`src/rtl/decoder_pkg.sv`:
```
// decoder_pkg
//   Shared decode types for the core. mul_op_t is the RV32M multiply opcode
//   handed to the multiply sequencer; mul_seq_state_t is the sequencer FSM.
//   mag32() returns the 32-bit unsigned magnitude of an operand.
package decoder_pkg;

  typedef enum logic [1:0] {
    MUL_OP_MUL    = 2'd0,
    MUL_OP_MULH   = 2'd1,
    MUL_OP_MULHSU = 2'd2,
    MUL_OP_MULHU  = 2'd3
  } mul_op_t;

  typedef enum logic [1:0] {
    IDLE = 2'd0,
    RUN  = 2'd1,
    FIX  = 2'd2,
    DONE = 2'd3
  } mul_seq_state_t;

  // The magnitude of 0x80000000 wraps back to 0x80000000, which is the
  // correct value once read as unsigned.
  function automatic logic [31:0] mag32(input logic [31:0] v, input logic is_signed);
    return (is_signed && v[31]) ? (~v + 32'd1) : v;
  endfunction

endpackage

```
`src/rtl/mul_step.sv`:
```
// mul_step
//   Combinational shift-add step: multiplies STEP multiplier bits by the
//   32-bit multiplicand, shifts the partial product by cnt*STEP and adds it
//   into the 64-bit accumulator.
// Ports
//   mplier_bits  in   STEP  low multiplier bits for this step
//   mcand        in   32    multiplicand magnitude
//   cnt          in   CW    step index
//   acc_in       in   64    current accumulator
//   acc_out      out  64    accumulator after this step
module mul_step #(
  parameter int STEP = 1,
  parameter int CW   = 5
) (
  input  logic [STEP-1:0] mplier_bits,
  input  logic [31:0]     mcand,
  input  logic [CW-1:0]   cnt,
  input  logic [63:0]     acc_in,
  output logic [63:0]     acc_out
);

  logic [5:0]  shamt;
  logic [63:0] pp;

  always_comb begin
    shamt   = 6'(cnt) * 6'(STEP);
    pp      = 64'(mplier_bits) * 64'(mcand);
    acc_out = acc_in + (pp << shamt);
  end

endmodule

```
`src/rtl/mul_seq.sv`:
```
// mul_seq
//   Iterative RV32M multiply sequencer (MUL/MULH/MULHSU/MULHU). Multiplies
//   operand magnitudes STEP bits per cycle, then negates the 64-bit result
//   in a single sign-fix cycle when the true product is negative.
//   Fixed latency: accept cycle 0, RUN cycles 1..N, FIX cycle N+1,
//   rsp_valid from cycle N+2 (N = 32/STEP).
// Ports
//   clk        in   1   clock
//   reset      in   1   synchronous active-high reset
//   flush      in   1   abort any operation, discard pending result
//   req_valid  in   1   request valid
//   req_ready  out  1   high only in IDLE
//   req_op     in   2   mul_op_t
//   req_a      in   32  rs1
//   req_b      in   32  rs2
//   rsp_valid  out  1   result valid, held until rsp_ready
//   rsp_ready  in   1   consumer accepts result
//   rsp_data   out  32  low or high product word, by op
//   busy       out  1   state != IDLE
module mul_seq
  import decoder_pkg::*;
#(
  parameter int STEP = 1
) (
  input  logic        clk,
  input  logic        reset,
  input  logic        flush,
  input  logic        req_valid,
  output logic        req_ready,
  input  mul_op_t     req_op,
  input  logic [31:0] req_a,
  input  logic [31:0] req_b,
  output logic        rsp_valid,
  input  logic        rsp_ready,
  output logic [31:0] rsp_data,
  output logic        busy
);

  localparam int N  = 32 / STEP;
  localparam int CW = $clog2(N);

  if (STEP != 1 && STEP != 2 && STEP != 4 && STEP != 8) begin : g_bad_step
    $error("mul_seq: STEP must be 1, 2, 4 or 8");
  end

  mul_seq_state_t state;
  logic [CW-1:0]  cnt;
  mul_op_t        op_q;
  logic [31:0]    mcand;
  logic [31:0]    mplier;
  logic           neg;
  logic [63:0]    acc;
  logic [63:0]    acc_step;
  logic [63:0]    acc_fixed;
  logic           a_signed;
  logic           b_signed;
  logic           neg_in;

  mul_step #(
    .STEP (STEP),
    .CW   (CW)
  ) u_step (
    .mplier_bits (mplier[STEP-1:0]),
    .mcand       (mcand),
    .cnt         (cnt),
    .acc_in      (acc),
    .acc_out     (acc_step)
  );

  // Operand signedness and result sign come straight from the opcode.
  always_comb begin
    a_signed  = (req_op == MUL_OP_MULH) || (req_op == MUL_OP_MULHSU);
    b_signed  = (req_op == MUL_OP_MULH);
    neg_in    = (a_signed && req_a[31]) ^ (b_signed && req_b[31]);
    acc_fixed = neg ? (~acc + 64'd1) : acc;
  end

  assign req_ready = (state == IDLE);
  assign busy      = (state != IDLE);

  // Reset beats flush, flush beats everything else. Accepting only in IDLE
  // means a new request can never overlap a result still waiting in DONE.
  always_ff @(posedge clk) begin
    if (reset) begin
      state     <= IDLE;
      cnt       <= '0;
      op_q      <= MUL_OP_MUL;
      mcand     <= '0;
      mplier    <= '0;
      neg       <= 1'b0;
      acc       <= '0;
      rsp_valid <= 1'b0;
      rsp_data  <= '0;
    end else if (flush) begin
      state     <= IDLE;
      cnt       <= '0;
      rsp_valid <= 1'b0;
    end else begin
      case (state)
        IDLE: begin
          if (req_valid) begin
            op_q   <= req_op;
            mcand  <= mag32(req_a, a_signed);
            mplier <= mag32(req_b, b_signed);
            neg    <= neg_in;
            acc    <= '0;
            cnt    <= '0;
            state  <= RUN;
          end
        end
        RUN: begin
          acc    <= acc_step;
          mplier <= mplier >> STEP;
          // N is a power of two, so the counter wraps to 0 on the last step.
          cnt    <= cnt + CW'(1);
          if (cnt == CW'(N - 1)) begin
            state <= FIX;
          end
        end
        FIX: begin
          acc       <= acc_fixed;
          rsp_data  <= (op_q == MUL_OP_MUL) ? acc_fixed[31:0] : acc_fixed[63:32];
          rsp_valid <= 1'b1;
          state     <= DONE;
        end
        DONE: begin
          if (rsp_ready) begin
            rsp_valid <= 1'b0;
            state     <= IDLE;
          end
        end
        default: state <= IDLE;
      endcase
    end
  end

  a_valid_in_done : assert property (@(posedge clk) disable iff (reset)
    rsp_valid |-> (state == DONE));

  a_ready_valid_excl : assert property (@(posedge clk) disable iff (reset)
    !(req_ready && rsp_valid));

endmodule

```
`config.mk`:
```
export PLATFORM = sky130hd
export DESIGN_NAME = mul_seq
export DESIGN_NICKNAME = d
export VERILOG_FILES = /design/src/rtl/decoder_pkg.sv /design/src/rtl/mul_step.sv /design/src/rtl/mul_seq.sv
export SDC_FILE = /design/constraint.sdc
export NUM_CORES = 1
export LEC_CHECK = 0
export CAP_MARGIN = 25
export CORE_ASPECT_RATIO = 0.5
export CORE_MARGIN = 4
export CORE_UTILIZATION = 49
export CTS_CLUSTER_SIZE = 16
export DETAILED_ROUTE_END_ITERATION = 6
export PLACE_DENSITY = 0.75
export SETUP_SLACK_MARGIN = 0.2
export SLEW_MARGIN = 20
export SYNTH_ARGS = -nofsm -noshare
export SYNTH_HDL_FRONTEND = slang
export SYNTH_SLANG_ARGS = --single-unit
```
`constraint.sdc`:
```
create_clock -name clk -period 8.1 [get_ports clk]
set_clock_uncertainty 0.1 [all_clocks]
set_input_delay 1.215 -clock clk [delete_from_list [all_inputs] [get_ports clk]]
set_output_delay 1.215 -clock clk [all_outputs]
set_load 0.01 [all_outputs]
```
# ---- Yosys cells after proc, flatten, opt, wreduce, memory -nomap -nowiden
# Cells that the tools add are included.
dict set report totals {
  register_bits 171
  output_inout_bits 35
  elab_cells 63
}
dict set report classes {
  addsub 5
  multipliers 1
  n_eq_ne 9
  shift 1
  n_mux 16
  n_bitwise 5
  reduce_logical 17
}
# cell count
set op_table {}
lappend op_table {{$pmux 64 s3} 1}
lappend op_table {{$mux 32} 4}
lappend op_table {{$mux 64} 2}
lappend op_table {{$add 32x1->32 const B} 2}
lappend op_table {{$add 64x1->64 const B} 1}
lappend op_table {{$add 64x64->64} 1}
lappend op_table {{$not 32->32} 2}
lappend op_table {{$not 64->64} 1}
lappend op_table {{$pmux 32 s2} 1}
lappend op_table {{$shl 33x5->64} 1}
lappend op_table {{$mul 1x32->33} 1}
lappend op_table {{$reduce_and 3->1} 4}
lappend op_table {{$pmux 5 s2} 1}
lappend op_table {{$pmux 2 s4} 1}
lappend op_table {{$eq 2x2->1 const B} 3}
lappend op_table {{$mux 2} 3}
lappend op_table {{$ne 2x2->1 const B} 3}
lappend op_table {{$reduce_and 2->1} 3}
lappend op_table {{$reduce_bool 2->1} 3}
lappend op_table {{$add 5x1->5 const B} 1}
lappend op_table {{$eq 5x5->1 const B} 1}
lappend op_table {{$mux 5} 1}
lappend op_table {{$eq 2x1->1 const B} 2}
lappend op_table {{$logic_not 2->1} 2}
lappend op_table {{8 further kinds} 9}

# ---- Depth between registers and ports, before layout
# Gate-level depths: netlist of the first run.
dict set report depth {
  word_depth 5
  depth_mapped 22
  mapped_depth_nobuf 20
}

# ---- Modules after synthesis
# From an unflattened synthesis of the first run, not the netlist that was laid out.
dict set report hier_totals {
  hier_cells 2277
  hier_area_um2 16439.5
}
# mod n_inst cells_each area_per_inst_um2 seq_area_each_um2
set by_module_without_submodules {}
lappend by_module_without_submodules {mul_seq 1 1394 10850.4 3423.3}
lappend by_module_without_submodules {mul_step 1 883 5589.1 0.0}

# ---- Worst setup path before layout of the first run
# Ideal clock, no wire load.
dict set report synth_path {
  path_type {register to register}
  startpoint {register cnt[0]}
  endpoint {register acc[45]}
  setup_time_ps 134
  arrival_ps 4695
  t_required_ps 7866
  path_slack_ps 3172
  stages_incl_launch_ff 21
  n_path_buf 3
  period_less_slack_ps 4928
  path_cell_list {dfxtp_1 > clkbuf_1 > buf_1 > mux4_2 > nand2_1 > nor2_1 > a31o_2 > o21ai_0 > nor2_1 > ha_1 > clkbuf_1 > nand4_1 > o22ai_1 > a211o_1 > a221oi_1 > a211oi_1 > or2_2 > a211o_1 > a21oi_1 > xor2_1 > o22ai_1}
}
dict set report synth_between {
  elab_chain_cells 3
}
# element line
set synth_rtl {}
lappend synth_rtl {{start, declared} mul_seq.sv:47} ;# logic [CW-1:0] cnt;
lappend synth_rtl {{start signal, assigned} mul_seq.sv:115} ;# cnt <= cnt + CW'(1);
lappend synth_rtl {{$shl 33x5->64} mul_step.sv:28} ;# acc_out = acc_in + (pp << shamt);
lappend synth_rtl {{$add 64x64->64} mul_step.sv:28}
lappend synth_rtl {{$pmux 64 s3} mul_seq.sv:99} ;# case (state)
lappend synth_rtl {{end signal, assigned} mul_seq.sv:112} ;# acc <= acc_step;
lappend synth_rtl {{end signal, assigned} mul_seq.sv:121} ;# acc <= acc_fixed;
lappend synth_rtl {{end, declared} mul_seq.sv:52} ;# logic [63:0] acc;
# No other way between the ends.
# A chain may end at the register's enable or synchronous reset.

# ---- Worst setup path after layout of the first run
dict set report layout_path {
  startpoint {register cnt[3]}
  endpoint {register acc[60]}
}
# The elaborated chain is that of the path after synthesis.

==> results of run 1 <==
-- report_power, final --
part	total, mW	switching (mW)	internal [mW]
logic	0.310	0.185	0.125
registers	0.890	0.0236	0.866
clock network	0.821	0.380	0.441
-- through the flow --
stage / hold slack [ns] / cells / worst slack, ns / instance area, µm² / utilization, %
after floorplan: 0.332 / 2170 / 3.17 / 15600 / -
after global placement: 0.340 / 2562 / 2.20 / 16700 / 54.4
after detailed placement: 0.347 / 2562 / 2.17 / 16700 / 54.4
after CTS: 0.357 / 2593 / 2.14 / 17300 / 56.2
after global routing: 0.369 / 2594 / 1.54 / 17300 / 56.3
final: 0.354 / 2594 / 1.95 / 17300 / 56.3
-- logic make-up after synthesis --
logic type | Yosys count | share of synthesized area, %
AND/OR/NAND/NOR | 789 | 23.0
multiplexers | 64 | 6.02
XOR/XNOR | 170 | 9.56
flip-flops | 171 | 22.0
adder cells (fa/ha/maj) | 76 | 6.15
AO/OA/AOI/OAI | 705 | 28.6
buffers and inverters | 195 | 4.71
-- worst min-delay path by stage --
| stage | start | end | slack, ns | depth (start not counted) |
|---|---|---|---|---|
| 2_1_floorplan | mplier[13]$_SDFFE_PP0P_ | mplier[13]$_SDFFE_PP0P_ | 0.33 | 2 |
| 6_report | mplier[28]$_SDFFE_PP0P_ | mplier[28]$_SDFFE_PP0P_ | 0.35 | 2 |
| 5_1_grt | mplier[13]$_SDFFE_PP0P_ | mplier[13]$_SDFFE_PP0P_ | 0.37 | 2 |
| 4_1_cts | mplier[28]$_SDFFE_PP0P_ | mplier[28]$_SDFFE_PP0P_ | 0.36 | 2 |
| 3_5_place_dp | rsp_data[11]$_SDFFE_PP0P_ | rsp_data[11]$_SDFFE_PP0P_ | 0.35 | 2 |
| 3_3_place_gp | rsp_data[11]$_SDFFE_PP0P_ | rsp_data[11]$_SDFFE_PP0P_ | 0.34 | 2 |
-- state kept, by name, summed over array words and instances (netlist names) --
name / cells
neg: 1
mplier: 32
state: 2
rsp_data: 32
rsp_valid: 1
acc: 64
cnt: 5
op_q: 2
mcand: 32
-- tightest hold or removal path, cell delays in order (launching register included) --
cell	delay, ns
dfxtp_1	0.31
nand2_1	0.05
a21oi_1	0.05
-- cell usage in the layout (no fill, tap or decap), drive strengths merged, types with 15 or more instances in the layout --
master / Yosys / layout
ha: 75 / 75
a31oi: 15 / 15
a211oi: 42 / 42
dfxtp: 171 / 171
o31ai: 24 / 24
clkbuf: 135 / 20
o41ai: 19 / 19
buf: 22 / 22
inv: 35 / 38
o211ai: 36 / 36
mux2i: 34 / 34
or3: 19 / 19
nand2: 292 / 292
o22ai: 46 / 46
nor4: 17 / 17
xor2: 83 / 83
xnor2: 87 / 87
nor3: 59 / 59
mux4: 23 / 23
nor2: 227 / 227
nand3: 44 / 44
nand4: 27 / 27
and2: 16 / 16
a21o: 37 / 37
nand2b: 23 / 23
a21oi: 240 / 240
o21ai: 147 / 147
and3: 15 / 15
clkdlybuf4s50: 0 / 104
-- area by class of cell --
class / count / area, µm² / share of cell area (%)
clock buffer: 19 / 453 / 2.61
inverter: 38 / 143 / 0.823
tap: 423 / 529 / 3.06
sequential: 171 / 3430 / 19.8
clock inverter: 12 / 115 / 0.664
timing repair buffer: 127 / 1210 / 7.01
multi-input combinational: 1804 / 11400 / 66.0
-- metal layers --
layer	vias up	track usage, %
met4	2	8.72
met3	94	7.47
met1	7597	42.5
li1	7902	-
met2	725	44.8
met5	-	0
==> flow_metrics.tcl, run 1 <==
set metrics [dict create \
    outcome "finished, violations left" \
    failed_checks "design-rule violations" \
    n_fill_cell 3005 \
    fin_crit_sh_pct 75.9 \
    critPathKind "register to register" \
    clk_path_buf_depth 2 \
    fmax_mhz 163 \
    critical-path-slowest-cell "dfxtp_1" \
    cts-root-buf "clkbuf_16" \
    critPathMaxFanout 31 \
    drcViolationCount 2 \
    port_buffers 105 \
    netlist_area_um2 15600 \
    period_needed_ns 6.15 \
    first_global_vias 14700 \
    clk_transition_reported_paths_ns 0.07 \
    path_buf_inv 1 \
    post_cts_resized 0 \
    setup_viol 0 \
    crit_start "cnt[3]$_SDFFE_PP0P_" \
    worst_ep_arrival_time_ns 6.36 \
    r2r-start "cnt[3]$_SDFFE_PP0P_" \
    postCtsSetupBuffers 0 \
    diodes 0 \
    yosysMostFrequentCell "nand2_1" \
    cts.htree.levels 4 \
    slew_headroom_pct 31.1 \
    wl_per_cell_um 20.6 \
    yosysTopAreaCell "dfxtp_1" \
    dpl.hpwl_mm 40.6 \
    ys_seq_area_share_pct 22.0 \
    fin_nets 2306 \
    ir_worst_vdd_uv 128 \
    cpPeakStageDelay_ns 1.00 \
    p_leak_nw 6.64 \
    synth_edf_count 0 \
    routed-wl-met3_mm 4.96 \
    vias 16300 \
    row_count 45 \
    syn_nets 2317 \
    wl_mm 53.5 \
    grt_overflow 0 \
    core_region_area_um2 30800 \
    crit_end "acc[60]$_SDFFE_PP0P_" \
    synthCells 2170 \
    cp.required_ns 8.31 \
    rsz0062_at_grt "false" \
    cap_viol_max_count 0 \
    antenna_found_initial 1 \
    place.gp.congestion 1.02 \
    synth-seq-cells 171 \
    drtIter0Drc 1764 \
    tightest_slew_ns 1.03 \
    powerDensity_nw_per_um2 117 \
    tritoncts "built" \
    cts_buffers 17 \
    die_area_um2 34900 \
    grt_pass1_wl_mm 82.9 \
    crit_chain "clkinv_1 -> nand2_1 -> nor2_1 -> ha_1 -> a21oi_1 -> nand2_1 -> o21ai_0 -> o311ai_0 -> a31o_2 -> a31oi_1 -> o21ai_0 -> a41oi_1 -> xor2_1 -> o22ai_1" \
    pin_count 106 \
    synth_top_area_share_pct 22.0 \
    reg2reg_depth 14 \
    drv_slew 0 \
    start_util_pct 50.6 \
    vias_per_cell 6.29 \
    wl_met1_mm 24.2 \
    highest-signal-layer "met5" \
    die_w_um 260 \
    async_flop_share_pct 0 \
    path_depth 14 \
    r2r_slack_ns 1.95 \
    synthTopCellsByCount "nand2_1, a21oi_1, nor2_1, dfxtp_1, o21ai_0" \
    area_growth_pct 11.2 \
    power.total_mw 2.02 \
    synthTopCellsByArea "dfxtp_1, a21oi_1, nand2_1, ha_1, nor2_1" \
    postRouteAntennaNets 0 \
    clk_latency_ns 0.46 \
    ys_types 82 \
    grt_max_degree 70 \
    met2_length_mm 22.8 \
    first_pass_iters 7 \
    cts.sinks 171 \
    synth_ff_type "dfxtp_1" \
    hold_path.class "register to register" \
    drive_above_1_share_pct 5.76 \
    postCtsHoldBufs 0 \
    die_h_um 134 \
    yosysWarnings 0 \
    grt_usage_pct 29.8 \
    crit_family "compound AO/OA/AOI/OAI gates" \
    worstSetupEndpointType "register" \
    reg2reg_to "acc[60]$_SDFFE_PP0P_" \
    syn_avg_cell_area_um2 7.18 \
    setup_tns_ns 0 \
    critPathLaunchType "register" \
    finalHoldViolCount 0 \
]
Note: power is estimated with default switching activity, not from simulation.
==> run 2: changes to the inputs <==
Clock period 8.1 ns to 6.4 ns, I/O delays scaled along.
==> run 2 against run 1 <==
The run now ends clean. Sequential power grew 27%. Die area did not move. Global-route usage down 0.38 points. Fmax increased by 8.9%. First-iteration DRC count grew 23%. Power up 33%. Combinational power increased by 27%. Count of clock-buffer cells in the layout shrank 1.
==> flow_metrics.tcl, run 2 (synthesis gave the netlist of run 1 again) <==
set metrics [dict create \
    outcome "finished clean" \
    die_h_um 134 \
    setup_tns_ns 0 \
    critPathKind "register to register" \
    drv_slew 0 \
    tritoncts "built" \
    worstSetupEndpointType "register" \
    period_needed_ns 5.65 \
    pin_count 106 \
    worst_ep_arrival_time_ns 5.86 \
    largest-register "acc" \
    dpl.hpwl_mm 40.5 \
    cts.sinks 171 \
    globalRouteMet2Util_pct 45.6 \
    vias 16600 \
    cts_buffers 17 \
    place.gp.congestion 1.03 \
    grt_pass1_wl_mm 82.4 \
    area_growth_pct 12.1 \
    fin_crit_sh_pct 88.2 \
    diodes 0 \
    row_count 45 \
    clk_transition_reported_paths_ns 0.07 \
    hold_path.class "register to register" \
    die_area_um2 34900 \
    postCtsSetupBuffers 0 \
    wl_mm 53.0 \
    antenna_found_initial 2 \
    postRouteAntennaNets 0 \
    critPathMaxFanout 26 \
    core_region_area_um2 30800 \
    final_common_cell "nand2_1" \
    grt_overflow 0 \
    grt_use_met1_pct 40.9 \
    slew_headroom_pct 34.2 \
    cap_viol_max_count 0 \
    ir_worst_vdd_uv 156 \
    drtIter0Drc 2168 \
    first_pass_iters 6 \
    finalHoldViolCount 0 \
    clk_path_buf_depth 2 \
    tightest_slew_ns 0.985 \
    start_util_pct 50.6 \
    powerDensity_nw_per_um2 154 \
    fin_nets 2312 \
    vias_per_cell 6.40 \
    drcViolationCount 0 \
    critPathLaunchType "register" \
    grt_usage_pct 29.5 \
    die_w_um 260 \
    cp.required_ns 6.61 \
    drive_above_1_share_pct 5.97 \
    postCtsHoldBufs 0 \
    cts-root-buf "clkbuf_16" \
    first_global_vias 15000 \
    cts.htree.levels 4 \
    wl_per_cell_um 20.4 \
    grt_use_met3_pct 5.96 \
    rsz0062_at_grt "false" \
    top_usage_layer "met2" \
    port_buffers 105 \
    power.total_mw 2.69 \
    final_cell_mix "nand2_1, a21oi_1, nor2_1" \
    grt_max_degree 81 \
    place_inst 2569 \
    post_cts_resized 0 \
    fmax_mhz 177 \
    setup_viol 0 \
    p_leak_nw 6.72 \
    largest_reg_flops 64 \
    clk_latency_ns 0.46 \
    post_layout_nonfiller_instances 2600 \
]
run 2: cell count changes in the layout (fill, tap and decap cells not counted), moves of 2 or more:
| cell | previous run | this run |
|---|---|---|
| clkinv_4 | 3 | 1 |
| bufinv_16 | 1 | 4 |
| clkinv_2 | 3 | 0 |
| buf_4 | 22 | 28 |
| inv_6 | 2 | 5 |
run 2: through the flow:
stage	util (%)	hold slack, ns	instance area [µm²]	worst slack [ns]
4_1_cts	56.7	0.357	17500	0.896
5_1_grt	56.7	0.377	17500	0.489
2_1_floorplan	-	0.332	15600	1.47
3_3_place_gp	54.5	0.342	16800	1.03
3_5_place_dp	54.6	0.347	16800	0.917
6_report	56.7	0.356	17500	0.754
run 2: power by group:
group | switching (mW) | leakage, nW | internal, mW | total, mW
clock | 0.498 | 0.312 | 0.674 | 1.17
combinational | 0.235 | 5.02 | 0.159 | 0.394
sequential | 0.0294 | 1.39 | 1.10 | 1.13
total | 0.763 | 6.72 | 1.93 | 2.69
run 2: worst paths after layout:
path	slack, ns	cells past startpoint	end	startpoint
min reg2reg	0.36	2	mplier[27]$_SDFFE_PP0P_	mplier[27]$_SDFFE_PP0P_
max	0.75	18	acc[58]$_SDFFE_PP0P_	cnt[0]$_SDFFE_PP0P_
min	0.36	2	mplier[27]$_SDFFE_PP0P_	mplier[27]$_SDFFE_PP0P_
max reg2reg	0.75	18	acc[58]$_SDFFE_PP0P_	cnt[0]$_SDFFE_PP0P_
run 2: routing by layer:
layer  share of wire (%)  wire (µm)  vias to the layer above
met5               0.051         27                        -
met2                  43      22900                      862
met4                 3.6       1890                        4
li1                    -          -                     7920
met3                 9.1       4830                      134
met1                  44      23300                     7726
run 2: critical path: stages (launching register included):
cell	delay, ns
dfxtp_2	0.54
buf_4	0.44
mux4_2	0.55
nand2_1	0.10
nor2_1	0.05
a31o_2	0.23
mux2i_1	0.32
o22ai_1	0.18
ha_1	0.38
a21oi_1	0.18
o21ai_0	0.13
or2_2	0.31
a2111oi_0	0.73
o31ai_1	0.33
a21boi_1	0.31
nand3b_1	0.22
o311ai_1	0.14
xnor2_1	0.17
o22ai_1	0.09
run 2: layout make-up:
class	count	area, µm²
Fill cell	2918	13300
Clock inverter	13	203
Timing Repair Buffer	133	1280
Inverter	38	143
Tap cell	423	529
Multi-Input combinational cell	1804	11400
Sequential cell	171	3430
Clock buffer	18	439
==> run 3: changes to the inputs <==
Settings changed: CORE_ASPECT_RATIO 0.5 to 1.2.
==> run 3 against run 2 <==
Fmax is 2.3% lower. Worst hold slack got worse by 0.00094 ns. Die area shrank 0.46%. Highest routed layer is now met4. Power down 4.6%.
==> flow_metrics.tcl, run 3 (synthesis gave the netlist of run 1 again) <==
set metrics [dict create \
    outcome "finished clean" \
    grt_usage_pct 30.3 \
    antenna_found_initial 0 \
    largest-register "acc" \
    slew_headroom_pct 29.1 \
    hold_slack_ns 0.355 \
    critical-path-slowest-cell "dfxtp_2" \
    port_buffers 105 \
    die_area_um2 34700 \
    rsz0062_at_grt "false" \
    postRouteAntennaNets 0 \
    final_common_cell "nand2_1" \
    path_buf_inv 2 \
    finalHoldViolCount 0 \
    setup_tns_ns 0 \
    drtIter0Drc 1544 \
    cts.sinks 171 \
    setup_viol 0 \
    first_pass_iters 6 \
    hold_path.class "register to register" \
    clk_latency_ns 0.45 \
    post_cts_resized 0 \
    diodes 0 \
    min_path_cells 2 \
    vias_per_cell 6.40 \
    cap_viol_max_count 0 \
    cts-root-buf "clkbuf_16" \
    final_cell_mix "nand2_1, a21oi_1, nor2_1" \
    drcViolationCount 0 \
    wl_per_cell_um 20.9 \
    die_w_um 171 \
    row_count 71 \
    postCtsHoldBufs 0 \
    tightest_slew_ns 1.06 \
    p_leak_nw 6.67 \
    grt_max_degree 91 \
    crit_family "compound AO/OA/AOI/OAI gates" \
    crit_chain "buf_4 -> mux4_2 -> nand2_1 -> o21ai_0 -> mux2i_1 -> o22ai_1 -> ha_1 -> a21oi_1 -> o21ai_0 -> or2_2 -> a2111oi_1 -> o31ai_1 -> buf_4 -> a21boi_1 -> nand3b_1 -> o311ai_1 -> xnor2_1 -> o22ai_1" \
    place_inst 2546 \
    clk_transition_reported_paths_ns 0.08 \
    path_depth 18 \
    powerDensity_nw_per_um2 148 \
    die_h_um 203 \
    cts.htree.levels 4 \
    worst_ep_arrival_time_ns 5.97 \
    fin_ws_ns 0.624 \
    place_ws_ns 0.472 \
    place.gp.congestion 1.01 \
    worstSetupEndpointType "register" \
    largest_reg_flops 64 \
    vias 16500 \
    critPathKind "register to register" \
    fmax_mhz 173 \
    critPathMaxFanout 23 \
    fin_nets 2311 \
    period_needed_ns 5.78 \
    clk_path_buf_depth 2 \
    postCtsSetupBuffers 0 \
    first_global_vias 15200 \
    ir_worst_vdd_uv 166 \
    grt_overflow 0 \
    n_fill_cell 3077 \
    tritoncts "built" \
    cpPeakStageDelay_ns 0.71 \
    fin_crit_sh_pct 90.3 \
    reg2reg_depth 18 \
    start_util_pct 49.7 \
    drv_slew 0 \
    cts_buffers 17 \
    grt_pass1_wl_mm 84.5 \
    dpl.hpwl_mm 42.0 \
    post_layout_nonfiller_instances 2578 \
    drive_above_1_share_pct 5.97 \
    pin_count 106 \
    cp.required_ns 6.59 \
    critPathLaunchType "register" \
    wl_mm 54.0 \
    core_region_area_um2 31400 \
    area_growth_pct 11.4 \
]
[run 3: cell count changes in the layout (fill, tap and decap cells not counted), sizes merged]
cell and change:
bufinv -4, clkinv +2, clkinvlp +2, inv +2
buf -1, clkbuf -1
[run 3: path summary, 6_finish.rpt]
check / slack, ns / endpoint / from
worst max-delay path: 0.62 / acc[58]$_SDFFE_PP0P_ / cnt[0]$_SDFFE_PP0P_
worst min-delay path: 0.35 / rsp_data[18]$_SDFFE_PP0P_ / rsp_data[18]$_SDFFE_PP0P_
worst max register to register: 0.62 / acc[58]$_SDFFE_PP0P_ / cnt[0]$_SDFFE_PP0P_
worst min register to register: 0.35 / rsp_data[18]$_SDFFE_PP0P_ / rsp_data[18]$_SDFFE_PP0P_
[run 3: cell type report]
| class | count | area (µm²) | share of cell area (%) |
|---|---|---|---|
| clock buffers | 17 | 425 | 2.45 |
| repair buffers | 132 | 1260 | 7.25 |
| clock inverters | 15 | 145 | 0.837 |
| well taps | 401 | 502 | 2.89 |
| flip-flops and latches | 171 | 3430 | 19.8 |
| multi-input cells | 1804 | 11400 | 66.0 |
| inverters | 38 | 143 | 0.822 |
[run 3: tightest hold or removal path: cells and delay by family, from the launching register on]
kind | cells | cell delay, ns
flops | 1 | 0.31
simple gates | 1 | 0.05
compound gates | 1 | 0.05
[run 3: routing by layer]
layer	track usage, %	vias to the layer above	share of wire, %
li1	-	7914	-
met1	39.8	7711	42
met2	49.6	739	46
met3	3.96	133	6.9
met4	13.8	0	5.1
met5	0	-	0
[run 3: report_power, final]
part	total, mW	internal [mW]	switching (mW)
Combinational	0.389	0.157	0.232
Clock	1.05	0.519	0.534
Sequential	1.13	1.10	0.0311
[run 3: stage by stage]
step	power, mW	util, %	area, µm²
floorplan	1.40	-	15600
global placement	1.53	53.4	16800
detailed placement	1.54	53.5	16800
CTS	2.57	55.3	17300
global route	2.66	55.3	17400
finish	2.57	55.3	17400
